[config.mk]
export PLATFORM = sky130hd
export DESIGN_NAME = uart_rx
export DESIGN_NICKNAME = d
export VERILOG_FILES = /design/src/rtl/uart_rx.sv
export SDC_FILE = /design/constraint.sdc
export NUM_CORES = 1
export LEC_CHECK = 0
export CAP_MARGIN = 20
export CORE_ASPECT_RATIO = 1.4
export CORE_UTILIZATION = 36
export CTS_BUF_LIST = sky130_fd_sc_hd__clkbuf_2 sky130_fd_sc_hd__clkbuf_4 sky130_fd_sc_hd__clkbuf_8
export DETAILED_ROUTE_END_ITERATION = 8
export HOLD_SLACK_MARGIN = 0.1
export SLEW_MARGIN = 30
export SYNTH_ARGS = -nofsm -noshare
export SYNTH_HDL_FRONTEND = slang
export SYNTH_SLANG_ARGS = --single-unit
[constraint.sdc]
create_clock -name clk_in -period 4 [get_ports clk_in]
set_clock_uncertainty 0.15 [all_clocks]
set_input_delay 0.6 -clock clk_in [delete_from_list [all_inputs] [get_ports clk_in]]
set_output_delay 0.6 -clock clk_in [all_outputs]
set_load 0.02 [all_outputs]
[src/rtl/uart_rx.sv]
// 8N1 UART receiver: mid-bit sampling from a per-bit cycle counter.
// Delivers good bytes with a one-cycle data_rdy pulse; flags bad stop bits with frame_err.
module uart_rx #(
  parameter int unsigned CLKS_PER_BIT = 868
) (
  input  logic       clk_in,
  input  logic       reset,
  input  logic       rx_in,
  output logic [7:0] data_out,
  output logic       data_rdy,
  output logic       frame_err,
  output logic       busy
);

  localparam int unsigned HALF_BIT = CLKS_PER_BIT / 2;
  localparam int unsigned CNT_W    = $clog2(CLKS_PER_BIT);
  localparam int unsigned IDX_W    = 3;

  localparam logic [CNT_W-1:0] CNT_BIT_LAST  = CNT_W'(CLKS_PER_BIT - 1);
  localparam logic [CNT_W-1:0] CNT_HALF_LAST = CNT_W'(HALF_BIT - 1);
  localparam logic [IDX_W-1:0] IDX_LAST      = IDX_W'(7);

  typedef enum logic [2:0] {
    S_IDLE,
    S_START,
    S_DATA,
    S_STOP,
    S_WAIT_HIGH
  } state_e;

  logic             rx_meta_q;
  logic             rx_s_q;
  state_e           state_q,  state_d;
  logic [CNT_W-1:0] cnt_q,    cnt_d;
  logic [IDX_W-1:0] idx_q,    idx_d;
  logic [7:0]       shift_q,  shift_d;
  logic [7:0]       data_q,   data_d;
  logic             rdy_q,    rdy_d;
  logic             ferr_q,   ferr_d;

  // Two-flop synchronizer; resets to the idle-high line level.
  always_ff @(posedge clk_in or posedge reset) begin
    if (reset) begin
      rx_meta_q <= 1'b1;
      rx_s_q    <= 1'b1;
    end else begin
      rx_meta_q <= rx_in;
      rx_s_q    <= rx_meta_q;
    end
  end

  always_ff @(posedge clk_in or posedge reset) begin
    if (reset) begin
      state_q <= S_IDLE;
      cnt_q   <= '0;
      idx_q   <= '0;
      shift_q <= '0;
      data_q  <= '0;
      rdy_q   <= 1'b0;
      ferr_q  <= 1'b0;
    end else begin
      state_q <= state_d;
      cnt_q   <= cnt_d;
      idx_q   <= idx_d;
      shift_q <= shift_d;
      data_q  <= data_d;
      rdy_q   <= rdy_d;
      ferr_q  <= ferr_d;
    end
  end

  always_comb begin
    state_d = state_q;
    cnt_d   = cnt_q;
    idx_d   = idx_q;
    shift_d = shift_q;
    data_d  = data_q;
    rdy_d   = 1'b0;
    ferr_d  = 1'b0;

    case (state_q)
      S_IDLE: begin
        if (!rx_s_q) state_d = S_START;
      end

      // A start bit that is high again at its midpoint was a glitch.
      S_START: begin
        if (cnt_q == CNT_HALF_LAST) begin
          state_d = rx_s_q ? S_IDLE : S_DATA;
        end else begin
          cnt_d = cnt_q + CNT_W'(1);
        end
      end

      S_DATA: begin
        if (cnt_q == CNT_BIT_LAST) begin
          shift_d[idx_q] = rx_s_q;
          cnt_d          = '0;
          idx_d          = idx_q + IDX_W'(1);
          if (idx_q == IDX_LAST) state_d = S_STOP;
        end else begin
          cnt_d = cnt_q + CNT_W'(1);
        end
      end

      // Leaves half a stop bit so an immediately following start edge is seen.
      S_STOP: begin
        if (cnt_q == CNT_BIT_LAST) begin
          if (rx_s_q) begin
            data_d  = shift_q;
            rdy_d   = 1'b1;
            state_d = S_IDLE;
          end else begin
            ferr_d  = 1'b1;
            state_d = S_WAIT_HIGH;
          end
        end else begin
          cnt_d = cnt_q + CNT_W'(1);
        end
      end

      S_WAIT_HIGH: begin
        if (rx_s_q) state_d = S_IDLE;
      end

      default: state_d = S_IDLE;
    endcase

    if (state_d != state_q) begin
      cnt_d = '0;
      idx_d = '0;
    end
  end

  assign data_out  = data_q;
  assign data_rdy  = rdy_q;
  assign frame_err = ferr_q;
  assign busy      = (state_q != S_IDLE);

endmodule

==> results by group, run 1 <==
Logic synthesis
  – Sequential share of the synthesized area: 0.496
  – Syn nets: 201
  – Syn Inst Count: 194
  – Syn avg cell area: 9.40 sq um
  – Synth Cell Area: 0.00182 sq mm
  – Most instantiated cells after synthesis: nand2_1, dfrtp_1, nor2_1
  – Main area contributors after synthesis: dfrtp_1, nand2_1, nor2_1, dfstp_2, xor2_1
  – Yosys reg bits: 36
  – Post-synth top area share: 0.467
  – Fraction of registers with async set/reset: 1.00
  – Yosys warning total: 0
  – Area leader, netlist: dfrtp_1
  – Synth unique cells: 44
  – Post-synth EDFFs: 0
  – Most frequent cell after synthesis: nand2_1
  – Synth Flop Type: dfrtp_1

STA
  – Setup tns final: 0 ns
  – Worst slew pin tran: 0.561 ns
  – Final Max Slew Viols: 0
  – Tcrit/Tclk final: 0.762
  – Fin worst setup slack: 0.953 ns
  – Final Hold Fails: 0
  – Setup violations, final: 0
  – Highest clock rate: 328 MHz
  – Minimum clock period: 3.05 ns
  – RSZ-0062 raised after global routing: false
  – Slew headroom: 0.622

Worst setup path
  – Startpoint Class: flip-flop
  – CP required: 4.07 ns
  – Setup Crit Path Kind: reg2reg
  – Worst path cell trace: inv_1 > ha_1 > or3b_2 > or4_1 > a22o_1 > a211oi_4 > o2111ai_1 > or3_1 > a21oi_2
  – Crit-path max FO: 7
  – R2r setup slk: 0.95 ns
  – Delay-heaviest family, CP: simple AND/OR/NAND/NOR gates
  – Crit path DAT: 3.12 ns
  – Worst path max stage delay: 0.46 ns
  – Slowest library cell on the worst path: or3b_2
  – CP Capture Type: flip-flop
  – CP bufs+invs: 1

Detailed routing
  – First DRT Iteration DRCs: 48
  – Final WL: 3.25 mm
  – 1st-pass router iterations: 4
  – DRT antenna net count: 0
  – Vias per inst: 4.93
  – WL per Instance: 12.1 um
  – DRC Markers: 0
  – Via count: 1327

Global route
  – Vias in the first global route: 1278
  – Tot GR Track Use: 0.143
  – Largest net degree at the start of global routing: 37
  – Grt total ovfl: 0
  – Initial antenna violation count: 0
  – First-pass GRT wire length: 5.98 mm

Power and ir drop
  – Internal Power: 490 uW
  – Part of the power in registers: 0.583
  – PD cells: 302 mW/mm^2
  – Sw Ratio: 0.222
  – NetSw: 139 uW
  – Peak supply drop: 150 uV
  – Lkg Pwr: 0.000935 uW
  – Comb pwr share: 0.018
  – Clk pwr share: 0.399

Layout
  – Multi-input gate area: 852 sq um
  – Layout cells sized above 1: 0.102
  – Sequential Area: 903 sq um
  – ANT cells: 0
  – Fillers: 472
  – Layout Nets: 211
  – Area Growth Syn to Fin: 14.3%

Clock network
  – Max Root-Sink Buffers: 2
  – CTS sink cnt: 36
  – Worst-Skew Late Latency: 0.29 ns
  – Post-CTS Resized: 0
  – CTS tree: yes
  – TritonCTS Buffers: 5
  – Reg clk slew, reported paths: 0.07 ns
  – H-tree levels: 2
  – Setup Fix Bufs, Post-CTS: 0
  – CTS Hold Bufs: 0
  – CTS root buf: clkbuf_8

Die
  – Io pins: 14
  – Initial core utilization: 0.376
  – Die Ht: 86.2 um
  – Core Area: 0.00484 sq mm
  – DIE AREA: 0.00536 sq mm
  – Die width: 62.1 um
  – Cell row count: 30

Min path
  – Hold WC Path Type: reg2reg

Placed design
  – I/O Buffers: 13
  – Worst slack at placement: 0.933 ns
  – Dpl hpwl: 2.37 mm
  – Placer congestion estimate: 0.850

Status
  – Status: completed

Flow run
  – Max cap viols: 0
power by group through the flow:
stage | combinational, uW | clock (uW) | sequential, uW
after CTS | 12.1 | 265 | 367
after detailed placement | 12.1 | 0 | 374
after global placement | 12.1 | 0 | 374
final | 11.3 | 251 | 367
after global routing | 13.4 | 280 | 367
after floorplan | 7.93 | 0 | 373
metrics by stage:
stage	instance area, sq um	hold slack (ns)	util	instances	power, uW
global placement	2000	0.196	0.412	261	386
detailed placement	2000	0.198	0.412	261	386
CTS	2080	0.209	0.430	269	644
floorplan	1820	0.195	-	194	381
global route	2080	0.216	0.430	269	661
finish	2080	0.208	0.430	269	629
flip-flops by register name, indices dropped and copies added, names as in the netlist:
name / count
frame_err: 1
data_rdy: 1
rx_s_q: 1
shift_q: 8
state_q: 3
data_out: 8
idx_q: 3
rx_meta_q: 1
cnt_q: 10
per-layer routing:
layer,part of all wire,wire length [um],vias to the layer above,GRT usage
li1,-,-,688,-
met1,0.44,1430,617,0.164
met2,0.51,1660,17,0.249
met3,0.028,91,5,0.0355
met4,0.022,70,0,0.0698
met5,0,0,-,0
final timing paths:
| path | start | end | cells after the start |
|---|---|---|---|
| setup / recovery | cnt_q[1] | cnt_q[6] | 9 |
| hold / removal | rx_meta_q | rx_s_q | 0 |
| setup reg to reg | cnt_q[1] | cnt_q[6] | 9 |
| hold reg to reg | rx_meta_q | rx_s_q | 0 |
| max in group asynchronous | reset | rx_s_q | 3 |
| min in group asynchronous | reset | data_out[5] | 3 |
final cells by class:
type                            instances  share of cell area
Clock buffer                            5              0.0330
Clock inverter                          3             0.00901
Multi-Input combinational cell        141               0.409
Sequential cell                        36               0.434
Tap cell                               64              0.0384
Inverter                                6              0.0108
Timing Repair Buffer                   14              0.0661
logic make-up (layout without fill, tap and decap cells):
logic type	after synthesis	after routing	synth area share
flops	36	36	0.496
mux	7	7	0.0412
xor+xnor	7	7	0.0336
fa+ha+maj	4	4	0.0275
compound gates	28	28	0.111
simple gates	95	95	0.255
buf+inv	17	28	0.0371
placed cells by master, fill, tap and decap left out, types with 2 or more instances in the layout:
| cell | instances |
|---|---|
| nand2_1 | 37 |
| nor3_1 | 5 |
| clkdlybuf4s50_1 | 13 |
| xor2_1 | 6 |
| o31ai_1 | 2 |
| clkinv_2 | 2 |
| nor2_1 | 20 |
| o21ai_0 | 9 |
| ha_1 | 4 |
| inv_1 | 6 |
| clkbuf_8 | 5 |
| nor3b_1 | 2 |
| nand3b_1 | 3 |
| dfrtp_1 | 34 |
| nor4_1 | 4 |
| nand2b_1 | 4 |
| nand3_1 | 3 |
| mux2_2 | 4 |
| or3_1 | 5 |
| o2111ai_1 | 3 |
| nand4_1 | 2 |
| mux2i_1 | 3 |
| a21oi_1 | 4 |
| dfstp_2 | 2 |
| nor2b_1 | 2 |
No activity file was read; power rests on OpenSTA's default activity.
==> run 2, diff against run 1 <==
==> constraint.sdc (replaced) <==
create_clock -name clk_in -period 3.1 [get_ports clk_in]
set_clock_uncertainty 0.15 [all_clocks]
set_input_delay 0.465 -clock clk_in [delete_from_list [all_inputs] [get_ports clk_in]]
set_output_delay 0.465 -clock clk_in [all_outputs]
set_load 0.02 [all_outputs]
==> run 2 against run 1 <==
Net effect:
- routed wire length up 6.6%
- critical endpoint unchanged
- highest routed layer unchanged
- hold slack worse by 0.0013 ns
- global-route usage up 0.76 points
- largest cell class unchanged
- cell area up 2.6%
- largest power group unchanged
- combinational power up 32%
- utilization up 1.1 points
==> results by group, run 2 (same netlist as run 1, synthesis figures left out) <==
Layout
  – Multi-input gate area: 852 sq um (unchanged)
  – Finished Layout Cells: 273 (+1.5%)
  – ANT cells: 0 (unchanged)
  – Layout cells sized above 1: 0.120 (+0.0172)
  – Commonest non-fill, non-tap cell in the layout: nand2_1
  – Fillers: 474 (+0.42%)
  – Layout Nets: 215 (+1.9%)
  – Number of flip-flops in the largest register: 10 (unchanged)
  – Top reg by flops: cnt_q
  – Sequential Area: 903 sq um (unchanged)
  – Area Growth Syn to Fin: 17.2%
  – Final instance area: 0.00214 sq mm (+2.6%)
  – Commonest cells after routing, fill and taps aside: nand2_1, dfrtp_1, nor2_1

Clock network
  – CTS root buf: clkbuf_8
  – H-tree levels: 2 (unchanged)
  – TritonCTS Buffers: 5 (unchanged)
  – CTS tree: yes
  – Max Root-Sink Buffers: 2 (unchanged)
  – CTS sink cnt: 36 (unchanged)
  – Reg clk slew, reported paths: 0.08 ns (about the same)
  – Post-CTS Resized: 0 (unchanged)
  – Setup Fix Bufs, Post-CTS: 0 (unchanged)
  – Worst-Skew Late Latency: 0.29 ns (about the same)
  – CTS Hold Bufs: 0 (unchanged)

Worst setup path
  – Crit-path max FO: 5 (-2)
  – CP Capture Type: flip-flop
  – Startpoint Class: flip-flop
  – Setup Crit Path Kind: reg2reg
  – CP required: 3.17 ns (-0.90 ns)
  – Crit path DAT: 2.98 ns (-0.14 ns)

Power and ir drop
  – PD cells: 422 mW/mm^2 (+40%)
  – Design Power: 902 uW (+43%)
  – Peak supply drop: 141 uV (-6.0%)
  – Internal Power: 714 uW (+46%)
  – Sw Ratio: 0.209 (-0.0126)
  – Clk pwr share: 0.458 (+0.059)
  – NetSw: 188 uW (+35%)
  – Lkg Pwr: 0.000961 uW (+2.9%)
  – Comb pwr share: 0.017 (about the same)
  – Part of the power in registers: 0.525 (-0.058)

STA
  – Final Hold Fails: 0 (unchanged)
  – Worst slew pin tran: 0.648 ns (+0.0865 ns)
  – Final Max Slew Viols: 0 (unchanged)
  – RSZ-0062 raised after global routing: false
  – Tcrit/Tclk final: 0.940 (+0.178)
  – Setup tns final: 0 ns (unchanged)
  – Highest clock rate: 343 MHz (+4.6%)
  – Minimum clock period: 2.91 ns (-0.133 ns)
  – Slew headroom: 0.564 (-0.0582)
  – Setup violations, final: 0 (unchanged)

Placed design
  – Dpl hpwl: 2.47 mm (+4.0%)
  – Placed cells: 265 (+1.5%)
  – I/O Buffers: 13 (unchanged)
  – Placer congestion estimate: 0.867 (+2.0%)
  – Post-DP Area: 0.00203 sq mm (+1.5%)

Global route
  – Vias in the first global route: 1390 (+8.8%)
  – Global routing met1 resource utilization: 0.162 (-0.00195)
  – GRT busiest layer: met2
  – Global routing usage on met3: 0.0316 (-0.00395)
  – GR Util met2: 0.271 (+0.0220)
  – First-pass GRT wire length: 6.31 mm (+5.7%)
  – Grt total ovfl: 0 (unchanged)
  – Tot GR Track Use: 0.150 (+0.00757)
  – Largest net degree at the start of global routing: 37 (unchanged)
  – Initial antenna violation count: 0 (unchanged)

Flow run
  – Max cap viols: 0 (unchanged)

Detailed routing
  – DRC Markers: 0 (unchanged)
  – First DRT Iteration DRCs: 72 (+50%)
  – Final WL: 3.47 mm (+6.6%)
  – Vias per inst: 5.10 (+3.3%)
  – WL per Instance: 12.7 um (+5.1%)
  – 1st-pass router iterations: 4 (unchanged)
  – DRT antenna net count: 0 (unchanged)
  – Via count: 1391 (+4.8%)

Die
  – Die width: 62.1 um (unchanged)
  – DIE AREA: 0.00536 sq mm (unchanged)
  – Io pins: 14 (unchanged)
  – Initial core utilization: 0.376 (unchanged)
  – Core Area: 0.00484 sq mm (unchanged)
  – Cell row count: 30 (unchanged)
  – Die Ht: 86.2 um (unchanged)

Status
  – Status: completed

Min path
  – Hold WC Path Type: reg2reg
## run 2: cell types whose count changed in the layout (fill, tap and decap cells not counted), sizes merged
cell,previous run,this run
clkinvlp,0,1
clkinv,3,1
bufinv,0,1
buf,1,5
## run 2: final timing paths
check,from,to,slack [ns],cells after the start
setup / recovery,cnt_q[1],cnt_q[6],0.19,9
hold / removal,rx_meta_q,rx_s_q,0.21,0
setup reg to reg,cnt_q[1],cnt_q[6],0.19,9
hold reg to reg,rx_meta_q,rx_s_q,0.21,0
max in group asynchronous,reset,rx_s_q,2.03,3
min in group asynchronous,reset,cnt_q[1],0.43,3
## run 2: final cells by class
class	count	share of cell area
inverters	6	0.0105
multi-input cells	141	0.399
well taps	64	0.0375
flip-flops and latches	36	0.423
clock buffers	5	0.0322
clock inverters	3	0.0199
repair buffers	18	0.0785
## run 2: through the flow
stage               utilization  setup WS, ns  hold WS (ns)
floorplan                     -         0.255         0.195
global placement          0.418         0.274         0.196
detailed placement        0.418         0.195         0.197
CTS                       0.441         0.185         0.208
global route              0.441        0.0387         0.210
finish                    0.441         0.187         0.206
## run 2: worst max-delay path: stages (launching register included)
cell       delay (ns)
dfrtp_1          0.42
inv_1            0.07
ha_1             0.12
or3b_2           0.46
or4_1            0.44
a22o_1           0.25
a211oi_4         0.23
o2111ai_1        0.21
or3_1            0.36
a21oi_2          0.13
## run 2: power groups by stage
stage / clock (uW) / sequential (uW) / combinational [uW]
after detailed placement: 0 / 483 / 15.8
after floorplan: 0 / 481 / 10.2
after global placement: 0 / 483 / 15.6
after CTS: 428 / 474 / 15.8
final: 414 / 474 / 14.9
after global routing: 453 / 474 / 17.8
## run 2: per-layer routing
| metal | up-vias | share of wire |
|---|---|---|
| li1 | 700 | - |
| met1 | 657 | 0.44 |
| met2 | 26 | 0.51 |
| met3 | 8 | 0.026 |
| met4 | 0 | 0.021 |
| met5 | - | 0 |
